===== src/rtl/mem_port_arbiter_if.sv =====
// Bundles the two requester ports, the shared memory-port request and the dCache
// responses of the scalar/vector memory-port arbiter.
interface mem_port_arbiter_if #(
    parameter int unsigned ADDR_W = 40
);
    // requester 0: scalar core LSU
    logic              req0_valid_i;
    logic              req0_is_store_i;
    logic [ADDR_W-1:0] req0_addr_i;
    logic              req0_kill_i;
    // requester 1: vector memory unit
    logic              req1_valid_i;
    logic              req1_is_store_i;
    logic [ADDR_W-1:0] req1_addr_i;
    logic              req1_kill_i;
    // grant / completion back to the requesters
    logic [1:0]        gnt_o;
    logic [1:0]        done_o;
    // shared memory port
    logic              mem_valid_o;
    logic              mem_is_store_o;
    logic [ADDR_W-1:0] mem_addr_o;
    logic              mem_owner_o;
    logic              ld_resp_valid_i;
    logic              st_resp_gnt_i;
    logic              timeout_o;

    // Arbiter side.
    modport slave (
        input  req0_valid_i, req0_is_store_i, req0_addr_i, req0_kill_i,
        input  req1_valid_i, req1_is_store_i, req1_addr_i, req1_kill_i,
        input  ld_resp_valid_i, st_resp_gnt_i,
        output gnt_o, done_o, mem_valid_o, mem_is_store_o, mem_addr_o, mem_owner_o,
        output timeout_o
    );

    // Requester / dCache side.
    modport master (
        output req0_valid_i, req0_is_store_i, req0_addr_i, req0_kill_i,
        output req1_valid_i, req1_is_store_i, req1_addr_i, req1_kill_i,
        output ld_resp_valid_i, st_resp_gnt_i,
        input  gnt_o, done_o, mem_valid_o, mem_is_store_o, mem_addr_o, mem_owner_o,
        input  timeout_o
    );
endinterface


===== src/rtl/mem_port_arbiter.sv =====
// Round-robin arbiter sharing the dTLB/dCache request port between the scalar LSU
// (requester 0) and the vector memory unit (requester 1). The port stays locked to
// its owner until the matching response, and a watchdog frees it if that response
// never arrives.
module mem_port_arbiter #(
    parameter int unsigned ADDR_W      = 40,
    parameter int unsigned TIMEOUT_CYC = 255,
    parameter int unsigned CNT_W       = 8
) (
    input logic          clk,
    input logic          rst,
    mem_port_arbiter_if.slave bus
);

    typedef enum logic [1:0] {
        StIdle  = 2'd0,
        StIssue = 2'd1,
        StWait  = 2'd2
    } state_e;

    state_e            state_q, state_d;
    logic              rr_q, rr_d;
    logic              owner_q, owner_d;
    logic [ADDR_W-1:0] addr_q, addr_d;
    logic              store_q, store_d;
    logic [CNT_W-1:0]  cnt_q, cnt_d;
    logic              killed_q, killed_d;

    logic              elig0, elig1;
    logic              win;
    logic              kill_owner;
    logic              resp_match;
    logic [1:0]        owner_oh;
    logic [1:0]        gnt, done;
    logic              mem_valid;
    logic              timeout;

    assign elig0      = bus.req0_valid_i & ~bus.req0_kill_i;
    assign elig1      = bus.req1_valid_i & ~bus.req1_kill_i;
    // Tie goes to the round-robin pointer, otherwise to whoever is eligible.
    assign win        = (elig0 & elig1) ? rr_q : elig1;
    assign kill_owner = owner_q ? bus.req1_kill_i : bus.req0_kill_i;
    // Only the response type that matches the outstanding op can complete it.
    assign resp_match = store_q ? bus.st_resp_gnt_i : bus.ld_resp_valid_i;
    assign owner_oh   = owner_q ? 2'b10 : 2'b01;

    // State and latched-request registers, synchronous active-low reset.
    always_ff @(posedge clk) begin
        if (!rst) begin
            state_q  <= StIdle;
            rr_q     <= 1'b0;
            owner_q  <= 1'b0;
            addr_q   <= '0;
            store_q  <= 1'b0;
            cnt_q    <= '0;
            killed_q <= 1'b0;
        end else begin
            state_q  <= state_d;
            rr_q     <= rr_d;
            owner_q  <= owner_d;
            addr_q   <= addr_d;
            store_q  <= store_d;
            cnt_q    <= cnt_d;
            killed_q <= killed_d;
        end
    end

    // Next-state logic and the per-state strobes.
    always_comb begin
        state_d   = state_q;
        rr_d      = rr_q;
        owner_d   = owner_q;
        addr_d    = addr_q;
        store_d   = store_q;
        cnt_d     = cnt_q;
        killed_d  = killed_q;
        gnt       = 2'b00;
        done      = 2'b00;
        mem_valid = 1'b0;
        timeout   = 1'b0;

        unique case (state_q)
            StIdle: begin
                if (elig0 | elig1) begin
                    owner_d = win;
                    addr_d  = win ? bus.req1_addr_i : bus.req0_addr_i;
                    store_d = win ? bus.req1_is_store_i : bus.req0_is_store_i;
                    state_d = StIssue;
                end
            end
            StIssue: begin
                gnt       = owner_oh;
                mem_valid = ~kill_owner;
                if (kill_owner) begin
                    // Nothing was sent, so the owner keeps its turn.
                    state_d = StIdle;
                end else begin
                    state_d  = StWait;
                    cnt_d    = '0;
                    killed_d = 1'b0;
                end
            end
            StWait: begin
                // A killed op is still drained; only its completion is suppressed.
                if (kill_owner) begin
                    killed_d = 1'b1;
                end
                if (resp_match) begin
                    done    = (~killed_q & ~kill_owner) ? owner_oh : 2'b00;
                    state_d = StIdle;
                    rr_d    = ~owner_q;
                end else if (cnt_q == CNT_W'(TIMEOUT_CYC - 1)) begin
                    timeout = 1'b1;
                    state_d = StIdle;
                    rr_d    = ~owner_q;
                end else begin
                    cnt_d = cnt_q + 1'b1;
                end
            end
            default: begin
                state_d = StIdle;
            end
        endcase
    end

    assign bus.gnt_o          = gnt;
    assign bus.done_o         = done;
    assign bus.mem_valid_o    = mem_valid;
    assign bus.timeout_o      = timeout;
    assign bus.mem_addr_o     = addr_q;
    assign bus.mem_is_store_o = store_q;
    assign bus.mem_owner_o    = owner_q;

endmodule

===== src/flat_wrapper.sv =====
// flat-port wrapper written by rule: the top's interface ports become plain ports
module mem_port_arbiter_flat 
#(
    parameter int unsigned ADDR_W      = 40,
    parameter int unsigned TIMEOUT_CYC = 255,
    parameter int unsigned CNT_W       = 8
)
  (clk, rst, bus_req0_valid_i, bus_req0_is_store_i, bus_req0_addr_i, bus_req0_kill_i, bus_req1_valid_i, bus_req1_is_store_i, bus_req1_addr_i, bus_req1_kill_i, bus_ld_resp_valid_i, bus_st_resp_gnt_i, bus_gnt_o, bus_done_o, bus_mem_valid_o, bus_mem_is_store_o, bus_mem_addr_o, bus_mem_owner_o, bus_timeout_o);
  mem_port_arbiter_if #(.ADDR_W(ADDR_W)) bus_i ();
  input logic clk;
  input logic rst;
  input wire logic [$bits(bus_i.req0_valid_i)-1:0] bus_req0_valid_i;
  input wire logic [$bits(bus_i.req0_is_store_i)-1:0] bus_req0_is_store_i;
  input wire logic [$bits(bus_i.req0_addr_i)-1:0] bus_req0_addr_i;
  input wire logic [$bits(bus_i.req0_kill_i)-1:0] bus_req0_kill_i;
  input wire logic [$bits(bus_i.req1_valid_i)-1:0] bus_req1_valid_i;
  input wire logic [$bits(bus_i.req1_is_store_i)-1:0] bus_req1_is_store_i;
  input wire logic [$bits(bus_i.req1_addr_i)-1:0] bus_req1_addr_i;
  input wire logic [$bits(bus_i.req1_kill_i)-1:0] bus_req1_kill_i;
  input wire logic [$bits(bus_i.ld_resp_valid_i)-1:0] bus_ld_resp_valid_i;
  input wire logic [$bits(bus_i.st_resp_gnt_i)-1:0] bus_st_resp_gnt_i;
  output wire logic [$bits(bus_i.gnt_o)-1:0] bus_gnt_o;
  output wire logic [$bits(bus_i.done_o)-1:0] bus_done_o;
  output wire logic [$bits(bus_i.mem_valid_o)-1:0] bus_mem_valid_o;
  output wire logic [$bits(bus_i.mem_is_store_o)-1:0] bus_mem_is_store_o;
  output wire logic [$bits(bus_i.mem_addr_o)-1:0] bus_mem_addr_o;
  output wire logic [$bits(bus_i.mem_owner_o)-1:0] bus_mem_owner_o;
  output wire logic [$bits(bus_i.timeout_o)-1:0] bus_timeout_o;
  assign bus_i.req0_valid_i = bus_req0_valid_i;
  assign bus_i.req0_is_store_i = bus_req0_is_store_i;
  assign bus_i.req0_addr_i = bus_req0_addr_i;
  assign bus_i.req0_kill_i = bus_req0_kill_i;
  assign bus_i.req1_valid_i = bus_req1_valid_i;
  assign bus_i.req1_is_store_i = bus_req1_is_store_i;
  assign bus_i.req1_addr_i = bus_req1_addr_i;
  assign bus_i.req1_kill_i = bus_req1_kill_i;
  assign bus_i.ld_resp_valid_i = bus_ld_resp_valid_i;
  assign bus_i.st_resp_gnt_i = bus_st_resp_gnt_i;
  assign bus_gnt_o = bus_i.gnt_o;
  assign bus_done_o = bus_i.done_o;
  assign bus_mem_valid_o = bus_i.mem_valid_o;
  assign bus_mem_is_store_o = bus_i.mem_is_store_o;
  assign bus_mem_addr_o = bus_i.mem_addr_o;
  assign bus_mem_owner_o = bus_i.mem_owner_o;
  assign bus_timeout_o = bus_i.timeout_o;
  mem_port_arbiter #(.ADDR_W(ADDR_W), .TIMEOUT_CYC(TIMEOUT_CYC), .CNT_W(CNT_W)) u_core (.clk(clk), .rst(rst), .bus(bus_i));
endmodule

===== config.mk =====
export PLATFORM = sky130hd
export DESIGN_NAME = mem_port_arbiter_flat
export DESIGN_NICKNAME = d
export VERILOG_FILES = /design/src/rtl/mem_port_arbiter_if.sv /design/src/rtl/mem_port_arbiter.sv /design/src/flat_wrapper.sv
export SDC_FILE = /design/constraint.sdc
export NUM_CORES = 1
export LEC_CHECK = 0
export BUFFER_PORTS_ARGS = -buffer_cell sky130_fd_sc_hd__buf_2
export CAP_MARGIN = 5
export CORE_ASPECT_RATIO = 2
export CORE_MARGIN = 8
export CORE_UTILIZATION = 25
export CTS_CLUSTER_SIZE = 14
export DETAILED_ROUTE_END_ITERATION = 10
export PLACE_DENSITY = 0.46
export SLEW_MARGIN = 20
export SYNTH_ARGS = -nofsm -noshare
export SYNTH_HDL_FRONTEND = slang
export SYNTH_SLANG_ARGS = --single-unit

===== constraint.sdc =====
create_clock -name clk -period 1.7 [get_ports clk]
set_input_delay 0.34 -clock clk [delete_from_list [all_inputs] [get_ports clk]]
set_output_delay 0.34 -clock clk [all_outputs]
set_load 0.02 [all_outputs]

==> metrics, run 1 <==
status finished, violations left; failing checks setup timing; Core Area 10,400 um^2; hold crit path type in -> reg; predominant post-synthesis flop cell dfxtp_1; CP Data Required Time 1360 ps; Hold Fails Final Rpt 0; cell count along the critical path 6; syn avg cell area roughly 8 um^2; vias per cell approximately 5.0; PnR worst setup slack -205 ps; CTS Hold Bufs 0; Chip Width between 80 and 90 um; design area approximately 4100 um^2; slowest stage cell, crit path or3_4; Critical Path End bus_done_o[1]; sequential fraction of the synthesis area 41.0%; flop-to-flop setup slack roughly 50 ps; first-pass GRT wire length roughly 16,000 um; Setup WS pre-CTS -33.3 ps; synth unique cells 36; synthesis-stage register bit count 54; worst-case clock buffer depth 2; synth warn 0; worst path bufs/invs 3; skew final 8.62 ps; crit share post-route 112%; Yosys top cell area share 41.0%; hpwl dp about 7600 um; Routed Antenna Nets 0; final setup violating endpoints 3; vias in the first global route 3,115; CP max FO 2; Rows 53; fraction of layout cells with a size suffix above 1 45.9%; Worst Setup Start Kind flop; maximum vdd ir drop slightly above 0.5 mV; max incr delay on CP around 370 ps; largest cells by area after synthesis dfxtp_1 (41%), a311oi_1 (15%), o21ai_0 (8.9%); Synthesized Nets approximately 430; Worst-Margin Slew 463 ps; R2R cell count 9; Cell Count Post-Placement about 600; wirelength, routed 11,100 um; DRC violation total after the first TritonRoute iteration between 150 and 200; via count 3,107; CTS Sinks 54; Non-Filler Instances just over 600; R2R Path Start u_core.state_q[0]; Cell Area, Synth ~2600 um^2; clk_lat worst skew 290 ps; Tot Pwr around 0.0037 W; Post-Syn Instances roughly 330; pin count of the biggest net entering global routing 43; Residual DRC 0; CTS tree yes; # H-tree levels 2; power per cell area ~890 nW/um^2; PortBufs 137; Die Area about 14,000 um^2; Boundary Pins between 100 and 150; EDFF count, synth 0; Critical Path AT between 1500 and 2000 ps; CP startpoint u_core.state_q[0]; Slew Limit Fails 0; Reg2Reg Capture Point u_core.bus.mem_addr_o[22]; dpl cell area ~3600 um^2; Final min period about 1900 ps; drt first pass iters 6; WS Path Type reg -> out; die extent in y approximately 160 um; CTS root buf clkbuf_16; hold_ws around 300 ps; Ant. Diodes 0; area leader, netlist dfxtp_1; number of max-cap violations 0; Final Wtd Congestion 0.792; area delta synth->final 56.7%; crit path cell chain inv_2 > ha_4 > inv_2 > or3_4 > nor3b_2 > buf_4; Total GRT Usage between 10% and 20%; antenna violations before repair 0; worst relative slew slack between 60 and 70%; RSZ-0062 raised after global routing yes; Worst setup EP type output port; Reg clk slew, reported paths 80 ps; Max Freq 525 MHz; Starting Density 25.3%; CP most frequent cell inv_2; post-synthesis async set-or-reset flop share 0%; Leak ~1.7 nW; overflow left after global routing 0; WL/cell ~18 um; nets 580; Num CTS Buffers 5; CP delay by family, top simple AND/OR/NAND/NOR gates
flip-flops by register name, indices dropped and copies added (netlist names):
| name | count |
|---|---|
| u_core.rr_q | 1 |
| u_core.cnt_q | 8 |
| u_core.bus.mem_addr_o | 40 |
| u_core.bus.mem_is_store_o | 1 |
| u_core.state_q | 2 |
| u_core.killed_q | 1 |
| u_core.bus.mem_owner_o | 1 |
how the worst min path moves through the flow:
stage                         from                         to  slack [ps]  cells after the start
4_1_cts        bus_req1_addr_i[37]  u_core.bus.mem_addr_o[37]         290                      3
6_report       bus_req1_addr_i[33]  u_core.bus.mem_addr_o[33]         300                      3
2_1_floorplan      u_core.cnt_q[7]            u_core.cnt_q[7]         430                      1
3_3_place_gp       u_core.cnt_q[7]            u_core.cnt_q[7]         470                      1
5_1_grt        bus_req1_addr_i[20]  u_core.bus.mem_addr_o[20]         300                      3
3_5_place_dp       u_core.cnt_q[7]            u_core.cnt_q[7]         480                      1
area by class of cell:
cell class                 instances  area [um^2]
clock buffer                       5          125
tap                              137          171
inverter                           6         22.5
fill                            1110         6280
clock inverter                     3         40.0
multi-input combinational        245         1590
sequential                        54         1090
timing repair buffer             173         1100
cell usage after synthesis (3+ instances only):
library cell	n
a31oi_1	3
dfxtp_1	54
nor3_1	4
o21ai_0	47
nor2b_1	4
a311oi_1	44
ha_1	5
mux2i_1	4
clkbuf_1	14
buf_2	11
nand3_1	3
nand2b_1	3
nor2_1	45
nand2_1	53
inv_1	6
a21oi_1	6
routing by layer:
layer | vias to the layer above | share of wire (%) | global-route usage (%)
met5 | - | 0 | 0
li1 | 1507 | - | -
met2 | 87 | 57 | 27.9
met3 | 13 | 5.3 | 2.44
met1 | 1500 | 36 | 14.0
met4 | 0 | 2.5 | 6.13
kinds of logic (layout without fill, tap and decap cells):
logic type | count (synthesis) | in the layout | synth area share [%]
buf+inv | 34 | 187 | 5.50
flops | 54 | 54 | 41.0
mux | 4 | 4 | 1.52
compound gates | 108 | 108 | 28.6
fa+ha+maj | 5 | 5 | 2.37
simple gates | 128 | 128 | 21.0
layout by cell type, fill, tap and decap left out, drive strengths merged, types with 4 or more instances in the layout:
cell type	count
dfxtp	54
nor2	48
buf	170
inv	6
nor3	4
nand2	54
ha	5
a21oi	7
mux2i	4
clkbuf	8
a311oi	44
o21ai	48
nor2b	4
worst register-to-register path, cell delays in order, from the launching register on:
cell and delay (ps):
dfxtp_2 350, inv_2 50, buf_4 130, ha_2 190, inv_2 80, a21oi_4 40, buf_12 150, buf_4 140
clkbuf_16 180, a311oi_1 240
through the flow:
stage	util (%)	setup TNS (ps)
floorplan	-	-66.4
global placement	35.0	-5.96
detailed placement	35.0	-102
CTS	37.5	-405
global route	39.7	-649
finish	39.7	-431
report_power, final:
part	leakage [nW]	internal, W	total, W	switching [W]
registers	0.448	0.00139	0.00145	0.0000676
logic	1.22	0.000459	0.00106	0.000596
clock network	0.0836	0.000692	0.00118	0.000493
total	1.75	0.00254	0.00369	0.00116
timing repair:
| action | 4_1_cts | 5_1_grt |
|---|---|---|
| buffers inserted | 3 | 8 |
| pin swaps | 7 | 7 |
| gates resized for setup | 25 | 18 |
| gates cloned | 0 | 3 |
| setup endpoints to repair | 5 | 37 |
Power figures use the tool's default switching activity.
==> run 2, diff against run 1 <==
--- a/config.mk
+++ b/config.mk
@@ -12,6 +12,7 @@
 export CORE_UTILIZATION = 25
 export CTS_CLUSTER_SIZE = 14
 export DETAILED_ROUTE_END_ITERATION = 10
+export GPL_TIMING_DRIVEN = 0
 export PLACE_DENSITY = 0.46
 export SLEW_MARGIN = 20
 export SYNTH_ARGS = -nofsm -noshare
==> run 2 against run 1 <==
- the flow still finishes with violations (setup timing)
- non-clock buffer count increased by 6
- fmax increased by 0.39%
- count of clock-buffer cells in the layout increased by 1
- die area is the same
- combinational power down 4%
- clock skew fell by 2.8 ps
- worst setup slack improved by 7.3 ps
- first-iteration DRC count decreased by 41%
- clock power about the same
- hold slack about the same
- sequential share of layout area rose by 0.44 points
- via count down 1.1%
- highest routed layer unchanged
==> metrics, run 2 (same netlist as run 1, synthesis figures left out) <==
Worst-Margin Slew 631 ps (was 463 ps); CP Data Required Time 1360 ps (about the same); Reg clk slew, reported paths 70 ps (was 80 ps); WS Path Type reg -> out (unchanged); vias per cell 4.88 (was 4.99); wirelength, routed 11,100 um (about the same); Total GRT Usage 15.2% (was 14.5%); drt first pass iters 4 (was 6); via count 3,072 (was 3,107); power per cell area 900 nW/um^2 (was 893 nW/um^2); Routed Antenna Nets 0 (unchanged); CTS tree yes (unchanged); Die Area 14,300 um^2 (unchanged); Comb pwr share 27.8% (was 28.6%); Slew Limit Fails 0 (unchanged); # H-tree levels 2 (unchanged); slowest stage cell, crit path or3_4 (unchanged); Starting Density 25.3% (unchanged); vias in the first global route 3,224 (was 3,115); maximum vdd ir drop 0.500 mV (was 0.505 mV); fraction of layout cells with a size suffix above 1 43.4% (was 45.9%); crit share post-route 112% (about the same); clock share of power 32.8% (was 32.1%); skew final 5.79 ps (was 8.62 ps); Flop pwr share 39.5% (was 39.3%); Worst setup EP type output port (unchanged); CTS Sinks 54 (unchanged); antenna violations before repair 2 (was 0); first-pass GRT wire length 16,700 um (was 16,000 um); most common cell after layout, fill and taps aside buf_2 (unchanged); hold crit path type in -> reg (unchanged); Worst Setup Start Kind flop (unchanged); number of max-cap violations 0 (unchanged); Boundary Pins 138 (unchanged); worst-case clock buffer depth 2 (unchanged); Tot Pwr 0.00368 W (was 0.00369 W); max reg flops 40 (unchanged); internal power 0.00254 W (about the same); Final min period 1900 ps (was 1910 ps); setup TNS -519 ps (was -431 ps); hpwl dp 8350 um (was 7630 um); nets 586 (was 580); Critical Path AT 1560 ps (was 1570 ps); crit path cell chain inv_2 > ha_4 > inv_4 > or3_4 > nor3b_2 > buf_4 (was inv_2 > ha_4 > inv_2 > or3_4 > nor3b_2 > buf_4); pin count of the biggest net entering global routing 16 (was 43); Hold Fails Final Rpt 0 (unchanged); final setup violating endpoints 3 (unchanged); die extent in y 161 um (unchanged); WL/cell 17.6 um (was 17.8 um); highest-count cells in the layout ignoring fill and taps buf_2 (139), nand2_1 (52), dfxtp_1 (48) (was buf_2 (134), nand2_1 (52), o21ai_0 (47)); DRC violation total after the first TritonRoute iteration 99 (was 169); sw power 0.00113 W (was 0.00116 W); failing checks setup timing (unchanged); max incr delay on CP 370 ps (about the same); PortBufs 137 (unchanged); Residual DRC 0 (unchanged); Final Wtd Congestion 0.785 (was 0.792); Num CTS Buffers 5 (unchanged); PnR worst setup slack -198 ps (was -205 ps); Fill cells 1,153 (was 1,110); overflow left after global routing 0 (unchanged); RSZ-0062 raised after global routing yes (unchanged); Leak 1.72 nW (was 1.75 nW); Chip Width 88.6 um (unchanged); clk_lat worst skew 300 ps (was 290 ps); Core Area 10,400 um^2 (unchanged); Rows 53 (unchanged); CTS root buf clkbuf_16 (unchanged); Max Freq 527 MHz (was 525 MHz); area delta synth->final 54.9% (was 56.7%); status finished, violations left (unchanged); CP max FO 2 (unchanged); worst relative slew slack 57.9% (was 69.1%); switching share of power 30.8% (was 31.3%)
==> run 2: worst max-delay path, delay by kind of cell, from the launching register on <==
kind / cells / cell delay (ps)
buffers and inverters: 3 / 270
flip-flops: 1 / 330
AND/OR/NAND/NOR: 2 / 530
adder cells (fa/ha/maj): 1 / 150
==> run 2: repair_timing <==
action	4_1_cts	5_1_grt
gates cloned	0	2
buffers inserted	7	5
gates resized for setup	31	45
pin swaps	6	18
hold buffers	0	0
endpoints found under the hold margin	0	0
setup endpoints to repair	12	42
==> run 2: path summary, 6_finish.rpt <==
| kind | slack, ps | to | cells past startpoint | from |
|---|---|---|---|---|
| max | -200 | bus_done_o[1] | 6 | u_core.state_q[0] |
| min | 300 | u_core.bus.mem_is_store_o | 3 | bus_req1_is_store_i |
| max reg2reg | 50 | u_core.bus.mem_addr_o[5] | 11 | u_core.state_q[0] |
| min reg2reg | 480 | u_core.killed_q | 2 | u_core.killed_q |
==> run 2: through the flow <==
stage	cell area (um^2)	setup WS, ps	utilization [%]	hold slack [ps]	instances
floorplan	2660	-66.4	-	432	333
global route	4090	-249	39.2	300	630
CTS	3840	-252	36.9	297	621
global placement	3520	-330	33.8	456	607
finish	4090	-198	39.2	297	630
detailed placement	3520	-364	33.8	462	607
==> run 2: power by group through the flow <==
stage / sequential, W / clock [W] / combinational [W]
global route: 0.00147 / 0.00130 / 0.00112
floorplan: 0.00161 / 0 / 0.000382
global placement: 0.00148 / 0 / 0.000873
CTS: 0.00145 / 0.00124 / 0.000926
finish: 0.00145 / 0.00121 / 0.00102
detailed placement: 0.00148 / 0 / 0.000878
==> run 2: cell type report <==
cell class | instances | area [um^2] | share of cell area [%]
multi-input combinational | 245 | 1590 | 38.9
sequential | 54 | 1100 | 26.8
timing repair buffer | 151 | 840 | 20.6
buffer | 28 | 184 | 4.50
tap | 137 | 171 | 4.20
clock buffer | 6 | 139 | 3.40
clock inverter | 1 | 30.0 | 0.735
inverter | 6 | 30.0 | 0.735
antenna | 2 | 5.00 | 0.123
==> run 2: routing by layer <==
metal	global-route usage (%)	share of wire, %
met3	2.60	4.9
met2	29.4	58
met1	15.0	36
met5	0	0
met4	5.12	1.7
==> run 3, diff against run 2 <==
--- a/config.mk
+++ b/config.mk
@@ -5,15 +5,17 @@
 export SDC_FILE = /design/constraint.sdc
 export NUM_CORES = 1
 export LEC_CHECK = 0
+export ABC_AREA = 1
 export BUFFER_PORTS_ARGS = -buffer_cell sky130_fd_sc_hd__buf_2
 export CAP_MARGIN = 5
 export CORE_ASPECT_RATIO = 2
 export CORE_MARGIN = 8
-export CORE_UTILIZATION = 25
+export CORE_UTILIZATION = 40
 export CTS_CLUSTER_SIZE = 14
 export DETAILED_ROUTE_END_ITERATION = 10
 export GPL_TIMING_DRIVEN = 0
-export PLACE_DENSITY = 0.46
+export PLACE_DENSITY = 0.66
+export RECOVER_POWER = 100
 export SLEW_MARGIN = 20
 export SYNTH_ARGS = -nofsm -noshare
 export SYNTH_HDL_FRONTEND = slang
==> run 3 against run 2 <==
- the run still ends with setup timing left
- worst setup slack improved by 190 ps
- count of clock-buffer cells in the layout down 1
- hold slack improved by 63 ps
- critical path type unchanged
- final area grew 8.1%
==> metrics, run 3 <==
pin count of the biggest net entering global routing 19 (was 16); Yosys top cell area share 32.7% (was 41.0%); Core Area 8170 um^2 (was 10,400 um^2); failing checks setup timing (unchanged); largest cells by area after synthesis dfxtp_1 (33%), o211ai_2 (16%), nand2_1 (14%) (was dfxtp_1 (41%), a311oi_1 (15%), o21ai_0 (8.9%)); predominant post-synthesis flop cell dfxtp_1 (unchanged); via count 3,280 (was 3,072); Met2 Wirelength 5710 um (was 6370 um); nets 672 (was 586); Max Freq 586 MHz (was 527 MHz); syn avg cell area 7.76 um^2 (was 7.92 um^2); crit share post-route 100% (was 112%); Final Wtd Congestion 0.836 (was 0.785); Cell Area, Synth 3310 um^2 (was 2640 um^2); CP Data Required Time 1360 ps (about the same); Final min period 1710 ps (was 1900 ps); Top Metal Used met4 (unchanged); CP max FO 4 (was 2); Boundary Pins 138 (unchanged); overflow left after global routing 0 (unchanged); synth warn 0 (unchanged); PortBufs 136 (was 137); Synthesized Nets 521 (was 428); DRC violation total after the first TritonRoute iteration 107 (was 99); WL/cell 14.3 um (was 17.6 um); number of max-cap violations 0 (unchanged); antenna violations before repair 1 (was 2); DRT met1 WL 3130 um (was 3960 um); WS Path Type reg -> out (unchanged); hold crit path type in -> reg (unchanged); CTS Hold Bufs 0 (unchanged); cell with the most instances after synthesis nand2_1 (was dfxtp_1); Routed Antenna Nets 0 (unchanged); highest-count cells in the layout ignoring fill and taps nand2_1 (122), buf_2 (101), dfxtp_1 (47) (was buf_2 (139), nand2_1 (52), dfxtp_1 (48)); Rows 47 (was 53); drt first pass iters 4 (unchanged); Num CTS Buffers 5 (unchanged); Worst-Margin Slew 517 ps (was 631 ps); synth unique cells 29 (was 36); vias per cell 4.84 (was 4.88); area leader, netlist dfxtp_1 (unchanged); # H-tree levels 2 (unchanged); Post-Syn Instances 426 (was 333); Reg clk slew, reported paths 70 ps (about the same); post-synthesis async set-or-reset flop share 0% (unchanged); hpwl dp 7930 um (was 8350 um); Leak 2.16 nW (was 1.72 nW); Cell Count Post-Placement 660 (was 607); wirelength, routed 9670 um (was 11,100 um); Post-synth top cells nand2_1 (124), dfxtp_1 (54), o211ai_2 (41) (was dfxtp_1 (54), nand2_1 (53), o21ai_0 (47)); Die Area 11,600 um^2 (was 14,300 um^2); die extent in y 145 um (was 161 um); EDFF count, synth 0 (unchanged); worst relative slew slack 65.5% (was 57.9%); hold_ws 360 ps (was 297 ps); fraction of layout cells with a size suffix above 1 47.4% (was 43.4%); Worst setup EP type output port (unchanged); Tot Pwr 0.00365 W (was 0.00368 W); status finished, violations left (unchanged); synthesis-stage register bit count 54 (unchanged); skew final 6.91 ps (was 5.79 ps); sequential fraction of the synthesis area 32.7% (was 41.0%); maximum vdd ir drop 0.798 mV (was 0.500 mV); PnR worst setup slack -6.08 ps (was -198 ps); Total GRT Usage 16.9% (was 15.2%); Worst Setup Start Kind flop (unchanged); clk_lat worst skew 300 ps (about the same); RSZ-0062 raised after global routing yes (unchanged); final setup violating endpoints 1 (was 3); CTS Sinks 54 (unchanged); area delta synth->final 33.5% (was 54.9%); Chip Width 80.3 um (was 88.6 um); Final Core Density 54.0% (was 39.2%); Residual DRC 0 (unchanged); most common cell after layout, fill and taps aside nand2_1 (was buf_2); Fill cells 824 (was 1,153); first-pass GRT wire length 15,600 um (was 16,700 um); power per cell area 827 nW/um^2 (was 900 nW/um^2); max reg flops 40 (unchanged); Critical Path AT 1370 ps (was 1560 ps); Starting Density 40.5% (was 25.3%); Non-Filler Instances 677 (was 630); CTS root buf clkbuf_16 (unchanged); vias in the first global route 3,483 (was 3,224); DR WL met3 436 um (was 546 um); worst-case clock buffer depth 2 (unchanged); Slew Limit Fails 0 (unchanged); CTS tree yes (unchanged); Hold Fails Final Rpt 0 (unchanged)
run 3: worst paths after layout:
check                            start                        end  slack, ps  cells past startpoint
max                    u_core.cnt_q[0]              bus_timeout_o         -6                      7
min                bus_req1_addr_i[36]  u_core.bus.mem_addr_o[36]        360                      5
max reg2reg          u_core.state_q[0]  u_core.bus.mem_addr_o[25]        140                     10
min reg2reg  u_core.bus.mem_addr_o[38]  u_core.bus.mem_addr_o[38]        490                      2
run 3: repair_timing:
item,4_1_cts,5_1_grt
pin swaps,5,5
buffers inserted,8,1
gates cloned,0,0
endpoints found under the setup margin,6,4
resized for setup,27,17
run 3: cell families (layout without fill, tap and decap cells):
| family | after synthesis | in the layout | synth area share (%) |
|---|---|---|---|
| simple gates | 223 | 223 | 33.8 |
| buf+inv | 89 | 241 | 13.5 |
| compound gates | 55 | 55 | 18.2 |
| flops | 54 | 54 | 32.7 |
| fa+ha+maj | 5 | 5 | 1.89 |
| other cells | 0 | 1 | 0 |
run 3: where the power goes:
group,switching (W),internal [W],total [W]
logic,0.000674,0.000431,0.00110
registers,0.000105,0.00140,0.00150
clock network,0.000490,0.000552,0.00104
total,0.00127,0.00238,0.00365
run 3: cell type report:
| class | instances | area (um^2) | share of cell area [%] |
|---|---|---|---|
| Timing Repair Buffer | 145 | 711 | 16.1 |
| Multi-Input combinational cell | 283 | 1900 | 43.0 |
| Antenna cell | 1 | 2.50 | 0.0567 |
| Sequential cell | 54 | 1100 | 24.9 |
| Inverter | 65 | 249 | 5.64 |
| Tap cell | 98 | 123 | 2.78 |
| Clock buffer | 5 | 125 | 2.83 |
| Clock inverter | 3 | 23.8 | 0.539 |
| Buffer | 23 | 186 | 4.22 |
run 3: per-stage QoR:
stage                     cell area (um^2)  setup WS [ps]  TNS [ps]
final                                 4410          -6.08     -6.08
after global placement                4110            107         0
after global routing                  4410          -77.1     -78.1
after detailed placement              4110           85.6         0
after floorplan                       3310           56.7         0
after CTS                             4410           -111      -117
run 3: critical path, cell delays in order (launching register included):
cell	delay [ps]
dfxtp_4	360
inv_4	60
ha_4	130
nand2_4	50
nor2_4	120
nand3_4	100
nor2_4	120
buf_6	120
run 3: per-layer routing:
| layer | vias up | global-route usage [%] |
|---|---|---|
| li1 | 1658 | - |
| met1 | 1505 | 15.2 |
| met2 | 91 | 32.3 |
| met3 | 26 | 3.92 |
| met4 | 0 | 10.3 |
| met5 | - | 0 |
